===== src/rtl/tsu_q_sched.sv =====
// Round-robin drain scheduler for the RX/TX timestamp-unit queues: pops one 64-bit entry at a
// time and presents it on a single valid/ready stream tagged with its source.
module tsu_q_sched #(
   parameter int CNT_W  = 16,
   parameter int STAT_W = 8
) (
   input  logic              clk,
   input  logic              rst,
   input  logic              en_in,
   input  logic [STAT_W-1:0] rx_q_stat_in,
   input  logic [63:0]       rx_q_data_in,
   output logic              rx_q_rd_en_out,
   input  logic [STAT_W-1:0] tx_q_stat_in,
   input  logic [63:0]       tx_q_data_in,
   output logic              tx_q_rd_en_out,
   output logic              ts_valid_out,
   input  logic              ts_ready_in,
   output logic              ts_src_out,
   output logic [63:0]       ts_data_out,
   output logic [CNT_W-1:0]  rx_cnt_out,
   output logic [CNT_W-1:0]  tx_cnt_out,
   output logic              busy_out
);

   typedef enum logic [1:0] {
      ST_IDLE = 2'd0,
      ST_POP  = 2'd1,
      ST_CAP  = 2'd2,
      ST_OUT  = 2'd3
   } state_t;

   state_t             state_r;
   logic               rr_ptr_r;
   logic               sel_r;
   logic               rx_rd_en_r;
   logic               tx_rd_en_r;
   logic               valid_r;
   logic               src_r;
   logic [63:0]        data_r;
   logic [CNT_W-1:0]   rx_cnt_r;
   logic [CNT_W-1:0]   tx_cnt_r;
   logic               busy_r;

   logic               rx_ne_s;
   logic               tx_ne_s;
   logic               start_s;
   logic               pick_s;

   function automatic logic [CNT_W-1:0] sat_inc(input logic [CNT_W-1:0] v);
      if (&v) begin
         return v;
      end else begin
         return v + CNT_W'(1);
      end
   endfunction

   assign rx_ne_s = |rx_q_stat_in;
   assign tx_ne_s = |tx_q_stat_in;
   assign start_s = en_in & (rx_ne_s | tx_ne_s);

   // Source choice: round-robin pointer breaks ties, otherwise the only nonempty queue wins.
   always_comb begin
      pick_s = 1'b0;
      if (rx_ne_s && tx_ne_s) begin
         pick_s = rr_ptr_r;
      end else if (tx_ne_s) begin
         pick_s = 1'b1;
      end else begin
         pick_s = 1'b0;
      end
   end

   // Scheduler FSM; every output is a register updated on the state transition that owns it.
   always_ff @(posedge clk) begin
      if (rst) begin
         state_r    <= ST_IDLE;
         rr_ptr_r   <= 1'b0;
         sel_r      <= 1'b0;
         rx_rd_en_r <= 1'b0;
         tx_rd_en_r <= 1'b0;
         valid_r    <= 1'b0;
         src_r      <= 1'b0;
         data_r     <= 64'h0;
         rx_cnt_r   <= {CNT_W{1'b0}};
         tx_cnt_r   <= {CNT_W{1'b0}};
         busy_r     <= 1'b0;
      end else begin
         case (state_r)
            ST_IDLE: begin
               if (start_s) begin
                  sel_r      <= pick_s;
                  rx_rd_en_r <= ~pick_s;
                  tx_rd_en_r <= pick_s;
                  busy_r     <= 1'b1;
                  state_r    <= ST_POP;
               end else begin
                  state_r    <= ST_IDLE;
               end
            end
            ST_POP: begin
               rx_rd_en_r <= 1'b0;
               tx_rd_en_r <= 1'b0;
               state_r    <= ST_CAP;
            end
            ST_CAP: begin
               // Queue read data is valid exactly one cycle after the pop strobe.
               data_r  <= sel_r ? tx_q_data_in : rx_q_data_in;
               src_r   <= sel_r;
               valid_r <= 1'b1;
               state_r <= ST_OUT;
            end
            ST_OUT: begin
               if (ts_ready_in) begin
                  valid_r  <= 1'b0;
                  rr_ptr_r <= ~src_r;
                  busy_r   <= 1'b0;
                  state_r  <= ST_IDLE;
                  if (src_r) begin
                     tx_cnt_r <= sat_inc(tx_cnt_r);
                  end else begin
                     rx_cnt_r <= sat_inc(rx_cnt_r);
                  end
               end else begin
                  state_r <= ST_OUT;
               end
            end
            default: begin
               state_r    <= ST_IDLE;
               rx_rd_en_r <= 1'b0;
               tx_rd_en_r <= 1'b0;
               valid_r    <= 1'b0;
               busy_r     <= 1'b0;
            end
         endcase
      end
   end

   assign rx_q_rd_en_out = rx_rd_en_r;
   assign tx_q_rd_en_out = tx_rd_en_r;
   assign ts_valid_out   = valid_r;
   assign ts_src_out     = src_r;
   assign ts_data_out    = data_r;
   assign rx_cnt_out     = rx_cnt_r;
   assign tx_cnt_out     = tx_cnt_r;
   assign busy_out       = busy_r;

endmodule

===== config.mk =====
export PLATFORM = sky130hd
export DESIGN_NAME = tsu_q_sched
export DESIGN_NICKNAME = d
export VERILOG_FILES = /design/src/rtl/tsu_q_sched.sv
export SDC_FILE = /design/constraint.sdc
export NUM_CORES = 1
export LEC_CHECK = 0
export ABC_AREA = 0
export CAP_MARGIN = 25
export CORE_MARGIN = 10
export CORE_UTILIZATION = 25
export CTS_CLUSTER_SIZE = 20
export DETAILED_ROUTE_END_ITERATION = 8
export PLACE_DENSITY = 0.56
export SETUP_SLACK_MARGIN = 0.4
export SLEW_MARGIN = 20
export SYNTH_ARGS = -nofsm -noshare
export SYNTH_HDL_FRONTEND = slang
export SYNTH_SLANG_ARGS = --single-unit

===== constraint.sdc =====
create_clock -name clk -period 2.19 [get_ports clk]
set_clock_uncertainty 0.15 [all_clocks]
set_input_delay 0.438 -clock clk [delete_from_list [all_inputs] [get_ports clk]]
set_output_delay 0.438 -clock clk [all_outputs]
set_load 0.005 [all_outputs]

==> impl_results.md <==
* First-pass GRT wire length at 27900 µm
* Final Setup Violations at 0
* Area contributors post-synth: dfxtp_1 43%, mux2i_1 13%, a211oi_1 10%
* Period utilisation layout at 0.842
* Root Driver: clkbuf_16
* Via density at 4.65
* Worst-Margin Slew at 428 ps
* Syn nets at 684
* Slew HR at 0.715
* Worst Setup End Kind: flop
* CTS buffer count at 9
* Final Max Tran Viols at 0
* Netlist cell types at 48
* Sink Count at 105
* Commonest cells in the netlist: 105 x dfxtp_1, 87 x nor2_1, 66 x a211oi_1, 66 x mux2i_1, 30 x clkbuf_1
* Number of enable flip-flop cells after synthesis at 0
* Ys async rst share at 0
* Fin util at 0.435
* Routed Antenna Nets at 0
* Die X at 160 µm
* Port bufs at 248
* Die area at 0.0256 mm²
* Top cell type by total area after synthesis: dfxtp_1
* Crit-path cells: dlygate4sd2_1 -> nand4_1 -> or3_4 -> or4_4 -> a21oi_2
* Worst endpoint required time at 2320 ps
* Placed instance area at 0.00793 mm²
* Register area share after synthesis at 0.428
* Most used DFF post-synth: dfxtp_1
* VDD IR max at 0.332 mV
* Pwr Density at 535 mW/mm²
* Routed wire length at 17800 µm
* Post-Syn Area at 0.00491 mm²
* R2R Setup Slk at 360 ps
* Initial antenna violation count at 0
* Worst Path Buf+Inv at 1
* Worst Path Max Fanout at 4
* Final nets at 952
* Layout cells sized above 1 at 0.202
* # DRC at 0
* Max-Cap Viols at 0
* Max stage delay on crit path at 490 ps
* Routability cong. at 0.780
* Max H-tree Level at 3
* Fillers at 1932
* Detailed Route Iter0 Violations at 177
* Share of the synthesized area in the top cell type at 0.428
* CTS tree: yes
* Maximum root-to-sink buffer count at 2
* Total power at 4510 µW
* Initial Util at 0.253
* Vias at 4982
* Clk slew on worst S/H paths at 70 ps
* Clock latency at the later pin of the worst-skew pair at 350 ps
* Fmax at 542 MHz
* Layout Area Growth over Synthesis at 71.9%
* Post-placement cell count at 1032
* Vias in the first global route at 5129
* Placeable Area at 0.0194 mm²
* Die Ht at 160 µm
* Post-Synthesis Cells at 534
* FF+latch count, synth at 105
* Final Non-Filler Cells at 1072
* Row count at 51
* Status: finished clean
* Synth warnings at 0
* Cell class contributing the biggest share of worst-path delay: simple AND/OR/NAND/NOR gates
* RSZ-0062 raised after global routing: yes
* Finished Cell Area at 0.00843 mm²
* Avg Cell Area, Syn at 9.19 µm²
* Most common cell in the netlist: dfxtp_1
* GR Util All Layers at 0.134
* HP Class: primary input to flop
* WS Path Type: primary input to flop
* GR Overflow Total at 0
* Slowest cell on the critical path: or4_4
* Drt pass-1 iters at 4
* Critical path arrival at 1980 ps
* Post-DR wirelength/cell at 16.6 µm
* Leakage power total at 0.00334 µW
* Hold Vio Cnt, Final at 0
* Min Clock Period, post-route at 1840 ps
* Largest net degree at the start of global routing at 73
* Diodes inserted at 0
* DP HPWL at 14000 µm
* Startpoint types: primary input
* Io pins at 249
cell families after synthesis:
kind of cell / Yosys count / share of synthesized area
AND/OR/NAND/NOR: 183 / 0.192
AO/OA/AOI/OAI: 118 / 0.171
flip-flops: 105 / 0.428
multiplexers: 79 / 0.164
buffers and inverters: 47 / 0.0388
adder cells (fa/ha/maj): 2 / 0.00510
metal layers:
metal | wire [µm] | track usage | part of all wire | vias to the layer above
met1 | 6990 | 0.145 | 0.39 | 2267
li1 | - | - | - | 2521
met5 | 0 | 0 | 0 | -
met3 | 1740 | 0.0653 | 0.098 | 16
met4 | 235 | 0.0417 | 0.013 | 0
met2 | 8840 | 0.226 | 0.50 | 178
placed cells by master, fill, tap and decap left out, types with 5 or more instances in the layout:
cell type and instances:
dfxtp_2 14, buf_4 46, or4_4 6, a211oi_1 65, clkdlybuf4s15_1 5, mux2i_1 66, nand3_1 7, o31ai_1 10
dlygate4sd2_1 104, mux2_2 12, clkdlybuf4s50_1 129, nand4_1 7, dfxtp_1 69, or4_1 8, o21ai_0 5, nor2b_1 14
a21oi_1 16, dfxtp_4 22, nor2_1 87, nand2_1 18, clkbuf_16 10, clkbuf_2 6
final cells by class:
cell class                 count  area (µm²)  area share
clock buffer                  10         250      0.0297
clock inverter                 6        55.1     0.00653
inverter                       4        15.0     0.00178
multi-input combinational    382        2820       0.335
sequential                   105        2200       0.261
tap                          265         332      0.0393
timing repair buffer         300        2760       0.327
sequential cells by signal, summed over array words and instances (netlist names):
signal / flops
rx_q_rd_en_out: 1
ts_src_out: 1
ts_data_out: 64
sel_r: 1
ts_valid_out: 1
busy_out: 1
tx_cnt_out: 16
rx_cnt_out: 16
state_r: 2
tx_q_rd_en_out: 1
rr_ptr_r: 1
per-stage QoR:
step	TNS [ps]	hold slack, ps	worst slack, ps
detailed placement	-5770	337	-305
floorplan	0	307	283
finish	0	328	345
global route	0	346	304
global placement	-4510	328	-248
CTS	0	308	329
final timing paths:
path	start	cells after the start	endpoint
worst max register to register	state_r[0]	4	tx_cnt_out[10]
worst min-delay path	rst	2	rx_cnt_out[12]
worst max-delay path	ts_ready_in	5	tx_cnt_out[10]
worst min register to register	rx_cnt_out[6]	1	rx_cnt_out[6]
timing repair:
action	4_1_cts	5_1_grt
hold buffers	0	0
resized for setup	183	31
pin swaps	17	18
endpoints found under the setup margin	136	26
setup buffers	11	12
cloned	0	1
where the power goes:
part	internal (µW)	switching, µW
Combinational	475	335
Sequential	2000	60.2
Clock	864	777
Total	3340	1170
No activity file was read; power rests on OpenSTA's default activity.
